`src/rtl/uart_tx_arb_if.sv`:
```
// Handshake bundle between the sample/response requesters, the arbiter and the UART transmitter.
// A word moves on a clock edge where valid & ready are both high; ready may depend combinationally on valid.
interface uart_tx_arb_if;
  logic        smp_valid;
  logic [31:0] smp_data;
  logic        smp_ready;
  logic        rsp_valid;
  logic [31:0] rsp_data;
  logic        rsp_id;
  logic        rsp_ready;
  logic        tx_write;
  logic [31:0] tx_wrdata;
  logic        tx_id;
  logic        tx_busy;

  modport slave (
    input  smp_valid, smp_data, rsp_valid, rsp_data, rsp_id, tx_busy,
    output smp_ready, rsp_ready, tx_write, tx_wrdata, tx_id
  );

  modport master (
    output smp_valid, smp_data, rsp_valid, rsp_data, rsp_id, tx_busy,
    input  smp_ready, rsp_ready, tx_write, tx_wrdata, tx_id
  );
endinterface

```
`src/rtl/uart_tx_arb.sv`:
```
// Two-requester arbiter feeding one UART transmitter, with ack timeout and completed-word count.
// Define UART_TX_ARB_RR_EN for round-robin tie breaking; otherwise rsp has fixed priority over smp.
module uart_tx_arb #(
  parameter int ACK_TIMEOUT = 8,
  parameter int CNT_W       = 16
) (
  input  logic             clock,
  input  logic             reset,
  uart_tx_arb_if.slave     bus,
  output logic [1:0]       grant,
  output logic [CNT_W-1:0] xfer_count,
  output logic             err,
  output logic [1:0]       state_dbg
);

  typedef enum logic [1:0] {
    IDLE      = 2'd0,
    ISSUE     = 2'd1,
    WAIT_ACK  = 2'd2,
    WAIT_DONE = 2'd3
  } state_t;

  localparam int ACK_W = (ACK_TIMEOUT > 1) ? $clog2(ACK_TIMEOUT) : 1;
  localparam logic [ACK_W-1:0] ACK_LAST = ACK_W'(ACK_TIMEOUT - 1);

  state_t           state_q, state_d;
  logic             tx_write_q, tx_write_d;
  logic             tx_id_q, tx_id_d;
  logic [31:0]      wrdata_q, wrdata_d;
  logic [1:0]       grant_q, grant_d;
  logic [CNT_W-1:0] count_q, count_d;
  logic             err_q, err_d;
  logic [ACK_W-1:0] ack_cnt_q, ack_cnt_d;
`ifdef UART_TX_ARB_RR_EN
  logic             last_rsp_q, last_rsp_d;
`endif

  logic pick_smp;
  logic pick_rsp;

  // Only offer ready while idle and the transmitter is free, so a handshake always starts a transfer.
  always_comb begin
    pick_smp = 1'b0;
    pick_rsp = 1'b0;
    if (state_q == IDLE && !bus.tx_busy) begin
`ifdef UART_TX_ARB_RR_EN
      if (bus.smp_valid && bus.rsp_valid) begin
        pick_rsp = !last_rsp_q;
        pick_smp = last_rsp_q;
      end else begin
        pick_smp = bus.smp_valid;
        pick_rsp = bus.rsp_valid;
      end
`else
      pick_rsp = bus.rsp_valid;
      pick_smp = bus.smp_valid && !bus.rsp_valid;
`endif
    end
  end

  always_comb begin
    state_d    = state_q;
    tx_write_d = 1'b0;
    tx_id_d    = 1'b0;
    wrdata_d   = wrdata_q;
    grant_d    = grant_q;
    count_d    = count_q;
    err_d      = err_q;
    ack_cnt_d  = ack_cnt_q;
`ifdef UART_TX_ARB_RR_EN
    last_rsp_d = last_rsp_q;
`endif
    case (state_q)
      IDLE: begin
        if (pick_smp) begin
          state_d    = ISSUE;
          tx_write_d = 1'b1;
          wrdata_d   = bus.smp_data;
          grant_d    = 2'b01;
        end else if (pick_rsp) begin
          state_d = ISSUE;
          grant_d = 2'b10;
          if (bus.rsp_id) begin
            tx_id_d  = 1'b1;
            wrdata_d = '0;
          end else begin
            tx_write_d = 1'b1;
            wrdata_d   = bus.rsp_data;
          end
        end
      end
      ISSUE: begin
        state_d   = WAIT_ACK;
        ack_cnt_d = '0;
      end
      WAIT_ACK: begin
        if (bus.tx_busy) begin
          state_d = WAIT_DONE;
        end else if (ack_cnt_q == ACK_LAST) begin
          state_d = IDLE;
          err_d   = 1'b1;
          grant_d = 2'b00;
        end else begin
          ack_cnt_d = ack_cnt_q + 1'b1;
        end
      end
      WAIT_DONE: begin
        if (!bus.tx_busy) begin
          state_d = IDLE;
          grant_d = 2'b00;
          count_d = count_q + 1'b1;
`ifdef UART_TX_ARB_RR_EN
          last_rsp_d = grant_q[1];
`endif
        end
      end
      default: state_d = IDLE;
    endcase
  end

  always_ff @(posedge clock or posedge reset) begin
    if (reset) begin
      state_q    <= IDLE;
      tx_write_q <= 1'b0;
      tx_id_q    <= 1'b0;
      wrdata_q   <= '0;
      grant_q    <= 2'b00;
      count_q    <= '0;
      err_q      <= 1'b0;
      ack_cnt_q  <= '0;
`ifdef UART_TX_ARB_RR_EN
      last_rsp_q <= 1'b0;
`endif
    end else begin
      state_q    <= state_d;
      tx_write_q <= tx_write_d;
      tx_id_q    <= tx_id_d;
      wrdata_q   <= wrdata_d;
      grant_q    <= grant_d;
      count_q    <= count_d;
      err_q      <= err_d;
      ack_cnt_q  <= ack_cnt_d;
`ifdef UART_TX_ARB_RR_EN
      last_rsp_q <= last_rsp_d;
`endif
    end
  end

  assign bus.smp_ready = pick_smp;
  assign bus.rsp_ready = pick_rsp;
  assign bus.tx_write  = tx_write_q;
  assign bus.tx_id     = tx_id_q;
  assign bus.tx_wrdata = wrdata_q;
  assign grant         = grant_q;
  assign xfer_count    = count_q;
  assign err           = err_q;
  assign state_dbg     = state_q;

endmodule

```
`src/flat_wrapper.sv`:
```
// flat-port wrapper written by rule: the top's interface ports become plain ports
module uart_tx_arb_flat 
#(
  parameter int ACK_TIMEOUT = 8,
  parameter int CNT_W       = 16
)
  (clock, reset, grant, xfer_count, err, state_dbg, bus_smp_valid, bus_smp_data, bus_rsp_valid, bus_rsp_data, bus_rsp_id, bus_tx_busy, bus_smp_ready, bus_rsp_ready, bus_tx_write, bus_tx_wrdata, bus_tx_id);
  uart_tx_arb_if bus_i ();
  input  logic clock;
  input  logic reset;
  output logic [1:0] grant;
  output logic [CNT_W-1:0] xfer_count;
  output logic err;
  output logic [1:0] state_dbg;
  input wire logic [$bits(bus_i.smp_valid)-1:0] bus_smp_valid;
  input wire logic [$bits(bus_i.smp_data)-1:0] bus_smp_data;
  input wire logic [$bits(bus_i.rsp_valid)-1:0] bus_rsp_valid;
  input wire logic [$bits(bus_i.rsp_data)-1:0] bus_rsp_data;
  input wire logic [$bits(bus_i.rsp_id)-1:0] bus_rsp_id;
  input wire logic [$bits(bus_i.tx_busy)-1:0] bus_tx_busy;
  output wire logic [$bits(bus_i.smp_ready)-1:0] bus_smp_ready;
  output wire logic [$bits(bus_i.rsp_ready)-1:0] bus_rsp_ready;
  output wire logic [$bits(bus_i.tx_write)-1:0] bus_tx_write;
  output wire logic [$bits(bus_i.tx_wrdata)-1:0] bus_tx_wrdata;
  output wire logic [$bits(bus_i.tx_id)-1:0] bus_tx_id;
  assign bus_i.smp_valid = bus_smp_valid;
  assign bus_i.smp_data = bus_smp_data;
  assign bus_i.rsp_valid = bus_rsp_valid;
  assign bus_i.rsp_data = bus_rsp_data;
  assign bus_i.rsp_id = bus_rsp_id;
  assign bus_i.tx_busy = bus_tx_busy;
  assign bus_smp_ready = bus_i.smp_ready;
  assign bus_rsp_ready = bus_i.rsp_ready;
  assign bus_tx_write = bus_i.tx_write;
  assign bus_tx_wrdata = bus_i.tx_wrdata;
  assign bus_tx_id = bus_i.tx_id;
  uart_tx_arb #(.ACK_TIMEOUT(ACK_TIMEOUT), .CNT_W(CNT_W)) u_core (.clock(clock), .reset(reset), .bus(bus_i), .grant(grant), .xfer_count(xfer_count), .err(err), .state_dbg(state_dbg));
endmodule
```
`config.mk`:
```
export PLATFORM = sky130hd
export DESIGN_NAME = uart_tx_arb_flat
export DESIGN_NICKNAME = d
export VERILOG_FILES = /design/src/rtl/uart_tx_arb_if.sv /design/src/rtl/uart_tx_arb.sv /design/src/flat_wrapper.sv
export SDC_FILE = /design/constraint.sdc
export NUM_CORES = 1
export LEC_CHECK = 0
export ABC_AREA = 1
export ABC_CLOCK_PERIOD_IN_PS = 2150
export BUFFER_PORTS_ARGS = -buffer_cell sky130_fd_sc_hd__buf_2
export CORE_UTILIZATION = 48
export DETAILED_ROUTE_END_ITERATION = 6
export PLACE_DENSITY = 0.77
export SKIP_CTS_REPAIR_TIMING = 1
export SLEW_MARGIN = 20
export SYNTH_ARGS = -nofsm -noshare
export SYNTH_HDL_FRONTEND = slang
export SYNTH_SLANG_ARGS = --single-unit
```
`constraint.sdc`:
```
create_clock -name clock -period 2.15 [get_ports clock]
set_input_delay 0.215 -clock clock [delete_from_list [all_inputs] [get_ports clock]]
set_output_delay 0.215 -clock clock [all_outputs]
set_load 0.01 [all_outputs]
```
### Word level (Yosys, flattened, before mapping)

Index checks and enable logic that the tools add are counted.

| word-level totals | value |
|---|---|
| output and inout port bits | 57 |
| register bits | 58 |
| logic and storage cells | 61 |

| cells by class | value |
|---|---|
| bitwise gates (word level) | 1 |
| equality and inequality tests | 10 |
| $add $sub $neg | 2 |
| multiplexer cells | 26 |
| reduce and logical (&&, ||, !) cells | 14 |

Operators by type and width:

| kind | count |
|---|---|
| $mux 32 | 3 |
| $add 16x1->16 const B | 1 |
| $mux 2 | 8 |
| $mux 1 | 10 |
| $reduce_and 3->1 | 3 |
| $pmux 2 s4 | 1 |
| $mux 3 | 2 |
| $ne 2x2->1 const B | 3 |
| $pmux 2 s3 | 1 |
| $pmux 3 s2 | 1 |
| $reduce_and 5->1 | 1 |
| $eq 2x2->1 const B | 2 |
| $reduce_and 2->1 | 2 |
| $reduce_bool 2->1 | 2 |
| $add 3x1->3 const B | 1 |
| $eq 3x3->1 const B | 1 |
| $ne 3x2->1 const B | 1 |
| $ne 3x3->1 const B | 1 |
| $reduce_bool 3->1 | 1 |
| $eq 2x1->1 const B | 1 |
| $logic_and 1x1->1 | 2 |
| $logic_not 1->1 | 2 |
| $logic_not 2->1 | 1 |
| $ne 2x1->1 const B | 1 |
| $not 1->1 | 1 |

### Depth between registers and ports, before layout

Gate-level depths: netlist of the first run.

| logic depth | value |
|---|---|
| word-level depth | 6 |
| gate-level depth with buffers | 8 |

### Worst setup path before layout of the first run

Ideal clock, no wire load.

| timing path | value |
|---|---|
| path kind | flip-flop to flip-flop |
| start point | register u_core.ack_cnt_q[0] |
| end point | register u_core.state_q[0] (netlist: u_core.state_dbg[0]) |
| stages on the path, launching flop included | 7 |
| setup slack | 0.663 ns |
| buffers on the path | 0 |
| required time | 2.030 ns |
| setup time | 0.120 ns |
| period minus slack after synthesis | 1.487 ns |
| data arrival time | 1.366 ns |
| cells stage by stage | dfrtp_1 ha_1 ha_1 nor3_1 nand2_1 nand4_1 nand2_1 |

| between the ends | value |
|---|---|
| cells in the longest elaborated chain, start to end | 3 |

RTL lines:

| what | RTL line | RTL |
|---|---|---|
| start: declaration | uart_tx_arb.sv:33 | `logic [ACK_W-1:0] ack_cnt_q, ack_cnt_d;` |
| start signal: assignment | uart_tx_arb.sv:142 | `ack_cnt_q <= ack_cnt_d;` |
| $eq 3x3->1 | uart_tx_arb.sv:99 | `end else if (ack_cnt_q == ACK_LAST) begin` |
| $ne 3x2->1 (no line) | n/a |  |
| $reduce_and 3->1 (no line) | n/a |  |
| end signal: assignment | uart_tx_arb.sv:135 | `state_q <= state_d;` |
| end: declaration | uart_tx_arb.sv:26 | `state_t state_q, state_d;` |

Every way passes these cells.
A chain may end at the register's enable or synchronous reset.

### Worst setup path after layout of the first run

| timing path | value |
|---|---|
| start point | register u_core.state_q[1] (netlist: u_core.state_dbg[1]) |
| end point | output port bus_smp_ready |

| between the ends | value |
|---|---|
| cells in the longest elaborated chain, start to end | 3 |

RTL lines:

| what | RTL line | RTL |
|---|---|---|
| $logic_not 2->1 | uart_tx_arb.sv:45 | `if (state_q == IDLE && !bus.tx_busy) begin` |
| $logic_and 1x1->1 | uart_tx_arb.sv:45 |  |
| $mux 1 | uart_tx_arb.sv:45 |  |
| end: declaration | flat_wrapper.sv:21 | `output wire logic [$bits(bus_i.smp_ready)-1:0] bus_smp_ready;` |

Every way passes these cells.

==> key figures, run 1 <==
Run status
  • Outcome: finished clean

Clock network
  • CTS Buf Count: 9
  • Clk slew on worst S/H paths: 60 ps
  • Clock buffer depth: 2
  • Worst-skew pair later-pin latency: 340 ps
  • CTS root buf: clkbuf_8
  • H-tree Lvls: 3
  • Clk sinks: 58
  • CTS tree: built

Worst setup path
  • Crit path launch type: flop
  • Crit. Startpoint: u_core.state_dbg[1]$_DFFE_PP0P_
  • Worst Path Max Fanout: 28
  • Max incr delay on CP: 540 ps
  • RR Startpoint: u_core.state_dbg[1]$_DFFE_PP0P_
  • Setup crit end kind: primary output
  • Slowest library cell on the worst path: dfrtp_1
  • Worst EP arrival: 1610 ps
  • Critical Path RT: 1930 ps
  • Cells along the critical path: nor2_8 -> nand3_4 -> inv_1 -> buf_2
  • WS Path Type: flop to primary output

Global route
  • Global-route wire length before repair: 11,060 um
  • Gr ovfl total: 0
  • All-Layer GR Usage: 22.42%
  • Vias in the first global route: 2,425
  • Antenna violations before repair: 0
  • Largest net degree at the start of global routing: 65

Finish
  • ANT cells: 0
  • Layout cells sized above 1: 32.34%
  • Area Growth Syn to Fin: 30.17%
  • Nets: 570
  • Fillers: 535
  • Fin cells: 576

Pwr
  • Power Dens Cells: 1169 mW/mm^2
  • Leak: 2.168 nW
  • Max VDD drop: 0.0006071 V

Timing
  • RSZ-0062 raised after global routing: false
  • Max_slew headroom: 49.78%
  • Achievable Freq: 547.3 MHz
  • Pins Over Slew Limit: 0
  • Clock skew: 7.655 ps
  • Slew at the pin closest to its max-slew limit: 752.1 ps
  • Final setup fails: 0
  • Post-Route Setup TNS: 0 ps
  • Fin. Hold Viols: 0
  • Tmin final: 1827 ps
  • Final Cycle Share: 84.98%

Yosys
  • Syn nets: 447
  • Most common cell in the netlist: nand2_1
  • Top_reg_cell synth: dfrtp_1
  • EDFF count, synth: 0
  • Cells after Synth: 374
  • Ys Warns: 0
  • Yosys cell types: 27
  • Asr flop ratio synth: 100.0%
  • Synth cell count leaders: 105 x nand2_1, 58 x dfrtp_1, 46 x nor2_1
  • Synth Register Bits: 58
  • Post-synthesis sequential area ratio: 48.68%
  • Post-synth top area cell: dfrtp_1
  • Area of the mapped netlist: 0.002982 sq mm
  • Syn avg cell area: 7.972 sq um
  • Largest cells by area after synthesis: dfrtp_1 49%, nand2_1 13%, nor2_1 5.8%, a21oi_1 4.2%, o21ai_1 3.4%
  • Post-synth top area share: 48.68%

Route
  • DRC: 0
  • DR iter-0 viols: 120
  • Avg Vias per Cell: 4.861
  • DRT Pass-1 Iters: 5
  • WL/cell: 11.69 um
  • Total Routed Length: 6732 um
  • Via Count: 2,800
  • Post-DRT Antenna Nets: 0

Floorplan
  • Die X: 80.82 um
  • Initial core utilization: 50.06%
  • Die area: 0.006531 sq mm
  • Die height: 80.82 um
  • Core Rows: 28
  • Core area: 0.005956 sq mm
  • I/O pin cnt: 127

Flow run
  • Maxcap violations: 0

Placed design
  • Port Buffer Count: 126
  • Inst Count DP: 561
  • Post-DP HPWL: 5171 um
  • Routability Congestion: 0.8054

Worst hold path
  • Min-delay worst type: input pin to asynchronous set/reset pin
## report_power, final
group / internal, mW / switching, mW
clock network: 0.709 / 0.421
logic: 0.683 / 0.906
registers: 1.49 / 0.325
total: 2.89 / 1.65
## worst max-delay path: cells and delay by family, from the launching register on
family,cells,cell delay [ps]
buffers and inverters,2,250
DFF,1,540
and+or+nand+nor,2,480
## state kept, by name, summed over array words and instances (netlist names)
register              count
u_core.xfer_count        16
u_core.ack_cnt_q          3
u_core.bus.tx_wrdata     32
u_core.err                1
u_core.bus.tx_write       1
u_core.grant              2
u_core.state_dbg          2
u_core.bus.tx_id          1
## through the flow
step	setup slack, ps	instance area (sq um)	power [mW]	utilization, %	hold slack (ps)
detailed placement	355.3	3655	3.445	61.37	398.4
finish	323.0	3881	4.537	65.17	15.60
global placement	472.5	3655	3.375	61.37	396.8
global route	196.3	3881	4.885	65.17	90.88
CTS	302.6	3881	4.592	65.17	30.79
floorplan	507.0	2982	2.821	-	323.6
## final timing paths
kind,slack (ps),depth (start not counted),endpoint
setup / recovery,320,4,bus_smp_ready
hold / removal,20,2,u_core.xfer_count[11]$_DFFE_PP0P_
setup reg to reg,360,6,u_core.bus.tx_wrdata[2]$_DFFE_PP0P_
hold reg to reg,470,1,u_core.err$_DFFE_PP0P_
max in group asynchronous,1570,3,u_core.bus.tx_wrdata[0]$_DFFE_PP0P_
min in group clock,90,2,u_core.bus.tx_write$_DFF_PP0_
## metal layers
metal  vias to the layer above  global-route usage, %  part of all wire [%]
met3                         7                  4.831                   6.1
met4                         0                  11.79                   1.8
met1                      1239                  28.76                    45
li1                       1454                      -                     -
met2                       100                  35.46                    47
met5                         -                      0                     0
## cell usage in the layout (no fill, tap or decap)
cell / Yosys / layout
a21oi_1: 25 / 25
xor2_1: 6 / 6
inv_1: 26 / 25
nor3_1: 6 / 6
nand3_4: 1 / 1
buf_4: 4 / 1
inv_2: 1 / 2
ha_1: 3 / 3
nand2_1: 105 / 105
buf_2: 5 / 126
a41o_1: 1 / 1
o21ai_0: 16 / 16
a21boi_0: 1 / 1
buf_12: 0 / 3
nand3_2: 2 / 2
nor2_8: 1 / 1
xnor2_1: 3 / 3
bufinv_16: 0 / 2
nor2_1: 46 / 46
nand4_1: 4 / 4
dfrtp_1: 58 / 58
a21oi_2: 8 / 8
nand3_1: 19 / 19
clkinvlp_4: 0 / 2
o21ai_1: 20 / 20
nor2_2: 2 / 2
nand2_2: 1 / 1
nand3b_1: 1 / 1
clkbuf_8: 0 / 11
## final cells by class
| class | count | area, sq um | area share (%) |
|---|---|---|---|
| Timing Repair Buffer | 130 | 698.2 | 17.99 |
| Clock inverter | 4 | 75.07 | 1.934 |
| Clock buffer | 11 | 151.4 | 3.901 |
| Multi-Input combinational cell | 271 | 1310 | 33.75 |
| Inverter | 27 | 101.3 | 2.611 |
| Tap cell | 75 | 93.84 | 2.418 |
| Sequential cell | 58 | 1451 | 37.40 |
## kinds of logic (layout without fill, tap and decap cells)
logic type,after synthesis,after routing,share of synthesized area (%)
AO/OA/AOI/OAI,71,71,13.18
XOR/XNOR,9,9,2.644
adder cells (fa/ha/maj),3,3,1.259
buffers and inverters,45,172,7.385
flip-flops,58,58,48.68
AND/OR/NAND/NOR,188,188,26.86
Note: power is estimated with default switching activity, not from simulation.
==> inputs of run 2 (changes only) <==
--- a/config.mk
+++ b/config.mk
@@ -5,12 +5,12 @@
 export SDC_FILE = /design/constraint.sdc
 export NUM_CORES = 1
 export LEC_CHECK = 0
-export ABC_AREA = 1
-export ABC_CLOCK_PERIOD_IN_PS = 2150
+export ABC_AREA = 0
+export ABC_CLOCK_PERIOD_IN_PS = 1650
 export BUFFER_PORTS_ARGS = -buffer_cell sky130_fd_sc_hd__buf_2
-export CORE_UTILIZATION = 48
+export CORE_UTILIZATION = 43
 export DETAILED_ROUTE_END_ITERATION = 6
-export PLACE_DENSITY = 0.77
+export PLACE_DENSITY = 0.74
 export SKIP_CTS_REPAIR_TIMING = 1
 export SLEW_MARGIN = 20
 export SYNTH_ARGS = -nofsm -noshare
==> constraint.sdc (replaced) <==
create_clock -name clock -period 1.65 [get_ports clock]
set_input_delay 0.165 -clock clock [delete_from_list [all_inputs] [get_ports clock]]
set_output_delay 0.165 -clock clock [all_outputs]
set_load 0.01 [all_outputs]
==> run 2 against run 1 <==
Compared with the run above:
- the flow now finishes with violations (design-rule violations, negative setup slack)
- flip-flop and latch count unchanged
- final area grew 4.0%
- setup slack worse by 350 ps
- clock-buffer cell count unchanged
- combinational power up 25%
- global-route usage is 3.0 points lower
- non-clock buffer count is 15 higher
==> key figures, run 2 <==
Finish
  • Fillers: 558 (was 535)
  • Commonest non-fill, non-tap cell in the layout: buf_2 (unchanged)
  • Area Growth Syn to Fin: 39.67% (was 30.17%)
  • Layout cells sized above 1: 39.77% (was 32.34%)
  • Most frequent cells in the layout: 125 x buf_2, 58 x dfrtp_1, 41 x nor2_1, 34 x nor2b_1, 33 x a21oi_1 (was 126 x buf_2, 105 x nand2_1, 58 x dfrtp_1, 46 x nor2_1)
  • Finished Core Util: 62.83% (was 65.17%)
  • Storage cell area: 0.001451 sq mm (unchanged)
  • Nets: 498 (was 570)
  • Max reg flops: 32 (unchanged)
  • Area occupied by multi-input gates: 0.001330 sq mm (was 0.001310 sq mm)
  • ANT cells: 0 (unchanged)

Pwr
  • Leak: 2.032 nW (was 2.168 nW)
  • Max VDD drop: 0.0007609 V (was 0.0006071 V)
  • Power Dens Cells: 1459 mW/mm^2 (was 1169 mW/mm^2)

Yosys
  • EDFF count, synth: 0 (unchanged)
  • Cells after Synth: 285 (was 374)
  • Most common cell in the netlist: dfrtp_1 (was nand2_1)
  • Synth Register Bits: 58 (unchanged)
  • Top_reg_cell synth: dfrtp_1 (unchanged)
  • Syn avg cell area: 10.14 sq um (was 7.972 sq um)
  • Syn nets: 358 (was 447)
  • Ys Warns: 0 (unchanged)
  • Post-synth top area cell: dfrtp_1 (unchanged)
  • Post-synth top area share: 50.24% (was 48.68%)
  • Post-synthesis sequential area ratio: 50.24% (was 48.68%)
  • Synth cell count leaders: 58 x dfrtp_1, 41 x nor2_1, 34 x nor2b_1 (was 105 x nand2_1, 58 x dfrtp_1, 46 x nor2_1)
  • Asr flop ratio synth: 100.0% (unchanged)
  • Largest cells by area after synthesis: dfrtp_1 50%, mux2i_1 11%, nor2b_1 7.4%, a21oi_1 5.7%, nor2_1 5.3% (was dfrtp_1 49%, nand2_1 13%, nor2_1 5.8%, a21oi_1 4.2%, o21ai_1 3.4%)
  • Area of the mapped netlist: 0.002889 sq mm (was 0.002982 sq mm)
  • Yosys cell types: 33 (was 27)

Timing
  • Tmin final: 1680 ps
  • RSZ-0062 raised after global routing: true (was false)
  • Setup ws final: -30.00 ps (was 323.0 ps)
  • Achievable Freq: 595.2 MHz
  • Clock skew: 3.100 ps (was 7.655 ps)
  • Pins Over Slew Limit: 0 (unchanged)
  • Hold_ws: 73.42 ps (was 15.60 ps)
  • Slew at the pin closest to its max-slew limit: 621.9 ps (was 752.1 ps)
  • Final Cycle Share: 101.8%
  • Final setup fails: 1 (was 0)
  • Fin. Hold Viols: 0 (unchanged)
  • Max_slew headroom: 58.48% (was 49.78%)
  • Post-Route Setup TNS: -30.00 ps (was 0 ps)

Floorplan
  • Core area: 0.006422 sq mm (was 0.005956 sq mm)
  • I/O pin cnt: 127 (unchanged)
  • Die X: 83.97 um (was 80.82 um)
  • Die area: 0.007050 sq mm (was 0.006531 sq mm)
  • Core Rows: 29 (was 28)
  • Initial core utilization: 44.98% (was 50.06%)
  • Die height: 83.97 um (was 80.82 um)

Placed design
  • Port Buffer Count: 126 (unchanged)
  • Routability Congestion: 0.7457 (was 0.8054)
  • Post-DP HPWL: 4570 um (was 5171 um)

Route
  • WL/cell: 14.22 um (was 11.69 um)
  • Total Routed Length: 7212 um (was 6732 um)
  • DR iter-0 viols: 145 (was 120)
  • Via Count: 2,526 (was 2,800)
  • DRT Pass-1 Iters: 6 (was 5)
  • Avg Vias per Cell: 4.982 (was 4.861)
  • DRC: 24 (was 0)
  • Post-DRT Antenna Nets: 0 (unchanged)

Global route
  • Largest net degree at the start of global routing: 50 (was 65)
  • Antenna violations before repair: 0 (unchanged)
  • Gr ovfl total: 0 (unchanged)
  • All-Layer GR Usage: 19.41% (was 22.42%)
  • Vias in the first global route: 2,358 (was 2,425)
  • Global-route wire length before repair: 10,660 um (was 11,060 um)

Worst setup path
  • WS Path Type: flop to primary output (unchanged)
  • Worst Path Max Fanout: 4 (was 28)
  • Critical Path RT: 1480 ps (was 1930 ps)
  • Crit path launch type: flop (unchanged)
  • Setup crit end kind: primary output (unchanged)
  • Worst EP arrival: 1510 ps (was 1610 ps)

Flow run
  • Maxcap violations: 0 (unchanged)

Clock network
  • Worst-skew pair later-pin latency: 330 ps (was 340 ps)
  • Clock buffer depth: 2 (unchanged)
  • CTS tree: built (unchanged)
  • Clk slew on worst S/H paths: 70 ps (was 60 ps)
  • CTS Buf Count: 9 (unchanged)
  • H-tree Lvls: 3 (unchanged)
  • Clk sinks: 58 (unchanged)
  • CTS root buf: clkbuf_8 (unchanged)

Run status
  • Outcome: complete, but fails checks (was finished clean)
  • Failing checks: design-rule violations, negative setup slack

Worst hold path
  • Min-delay worst type: input pin to flop (was input pin to asynchronous set/reset pin)
==> run 2: cell count changes in the layout (fill, tap and decap cells not counted), sizes merged, moves of 4 or more <==
cell	delta
nand2	-94
o21ai	-30
xnor2	+8
buf	+11
inv	-25
mux2i	+33
clkinv	+4
nor2	-8
nor2b	+34
nand3	-14
==> run 2: cell families (layout without fill, tap and decap cells) <==
| kind of cell | count (synthesis) | in the layout | share of synthesized area (%) |
|---|---|---|---|
| xor gates and xnor gates | 15 | 15 | 4.547 |
| buffers and inverters | 20 | 165 | 4.071 |
| AOI/OAI and AO/OA | 44 | 44 | 8.012 |
| muxes | 35 | 35 | 12.21 |
| and+or+nand+nor | 110 | 110 | 19.62 |
| adders and majority gates | 3 | 3 | 1.299 |
| DFF | 58 | 58 | 50.24 |
==> run 2: layout make-up <==
type | count | area share [%]
Sequential cell | 58 | 35.97
Multi-Input combinational cell | 207 | 32.96
Timing Repair Buffer | 145 | 21.92
Clock buffer | 11 | 3.752
Clock inverter | 5 | 2.481
Tap cell | 77 | 2.388
Inverter | 4 | 0.5271
==> run 2: final timing paths <==
check,cells past startpoint,from,slack [ps],to
worst max-delay path,5,u_core.state_dbg[0]$_DFFE_PP0P_,-30,bus_smp_ready
worst min-delay path,3,bus_smp_data[15],70,u_core.bus.tx_wrdata[15]$_DFFE_PP0P_
worst max register to register,7,u_core.state_dbg[0]$_DFFE_PP0P_,80,u_core.bus.tx_wrdata[16]$_DFFE_PP0P_
worst min register to register,1,u_core.err$_DFFE_PP0P_,470,u_core.err$_DFFE_PP0P_
max in group asynchronous,4,reset,600,u_core.xfer_count[13]$_DFFE_PP0P_
min in group asynchronous,3,reset,460,u_core.bus.tx_wrdata[23]$_DFFE_PP0P_
==> run 2: layer usage <==
metal	vias up	GRT usage (%)	wire (um)	part of all wire, %
met5	-	0	0	0
met4	0	8.934	94	1.3
met3	8	5.836	501	6.9
met2	80	32.56	3502	49
met1	1198	22.84	3114	43
li1	1240	-	-	-
==> run 2: where the power goes <==
group / switching, mW / leakage, nW / total [mW] / internal [mW]
combinational: 1.01 / 1.16 / 1.98 / 0.971
sequential: 0.333 / 0.739 / 2.27 / 1.94
clock: 0.563 / 0.129 / 1.64 / 1.08
total: 1.90 / 2.03 / 5.89 / 3.99
==> run 2: worst max-delay path, stage by stage, from the launching register on <==
cell	delay, ps
dfrtp_1	400
nor3_2	230
nand3b_1	220
buf_12	200
clkinv_4	40
buf_6	90
==> run 2: through the flow <==
| stage | worst slack [ps] | cell area (sq um) | power (mW) | cells |
|---|---|---|---|---|
| after CTS | -128.8 | 3836 | 5.850 | 494 |
| after global routing | -106.2 | 4035 | 6.248 | 507 |
| after detailed placement | 132.4 | 3585 | 4.186 | 478 |
| final | -30.00 | 4035 | 5.889 | 507 |
| after floorplan | 57.01 | 2889 | 3.409 | 285 |
| after global placement | 167.1 | 3585 | 4.114 | 478 |
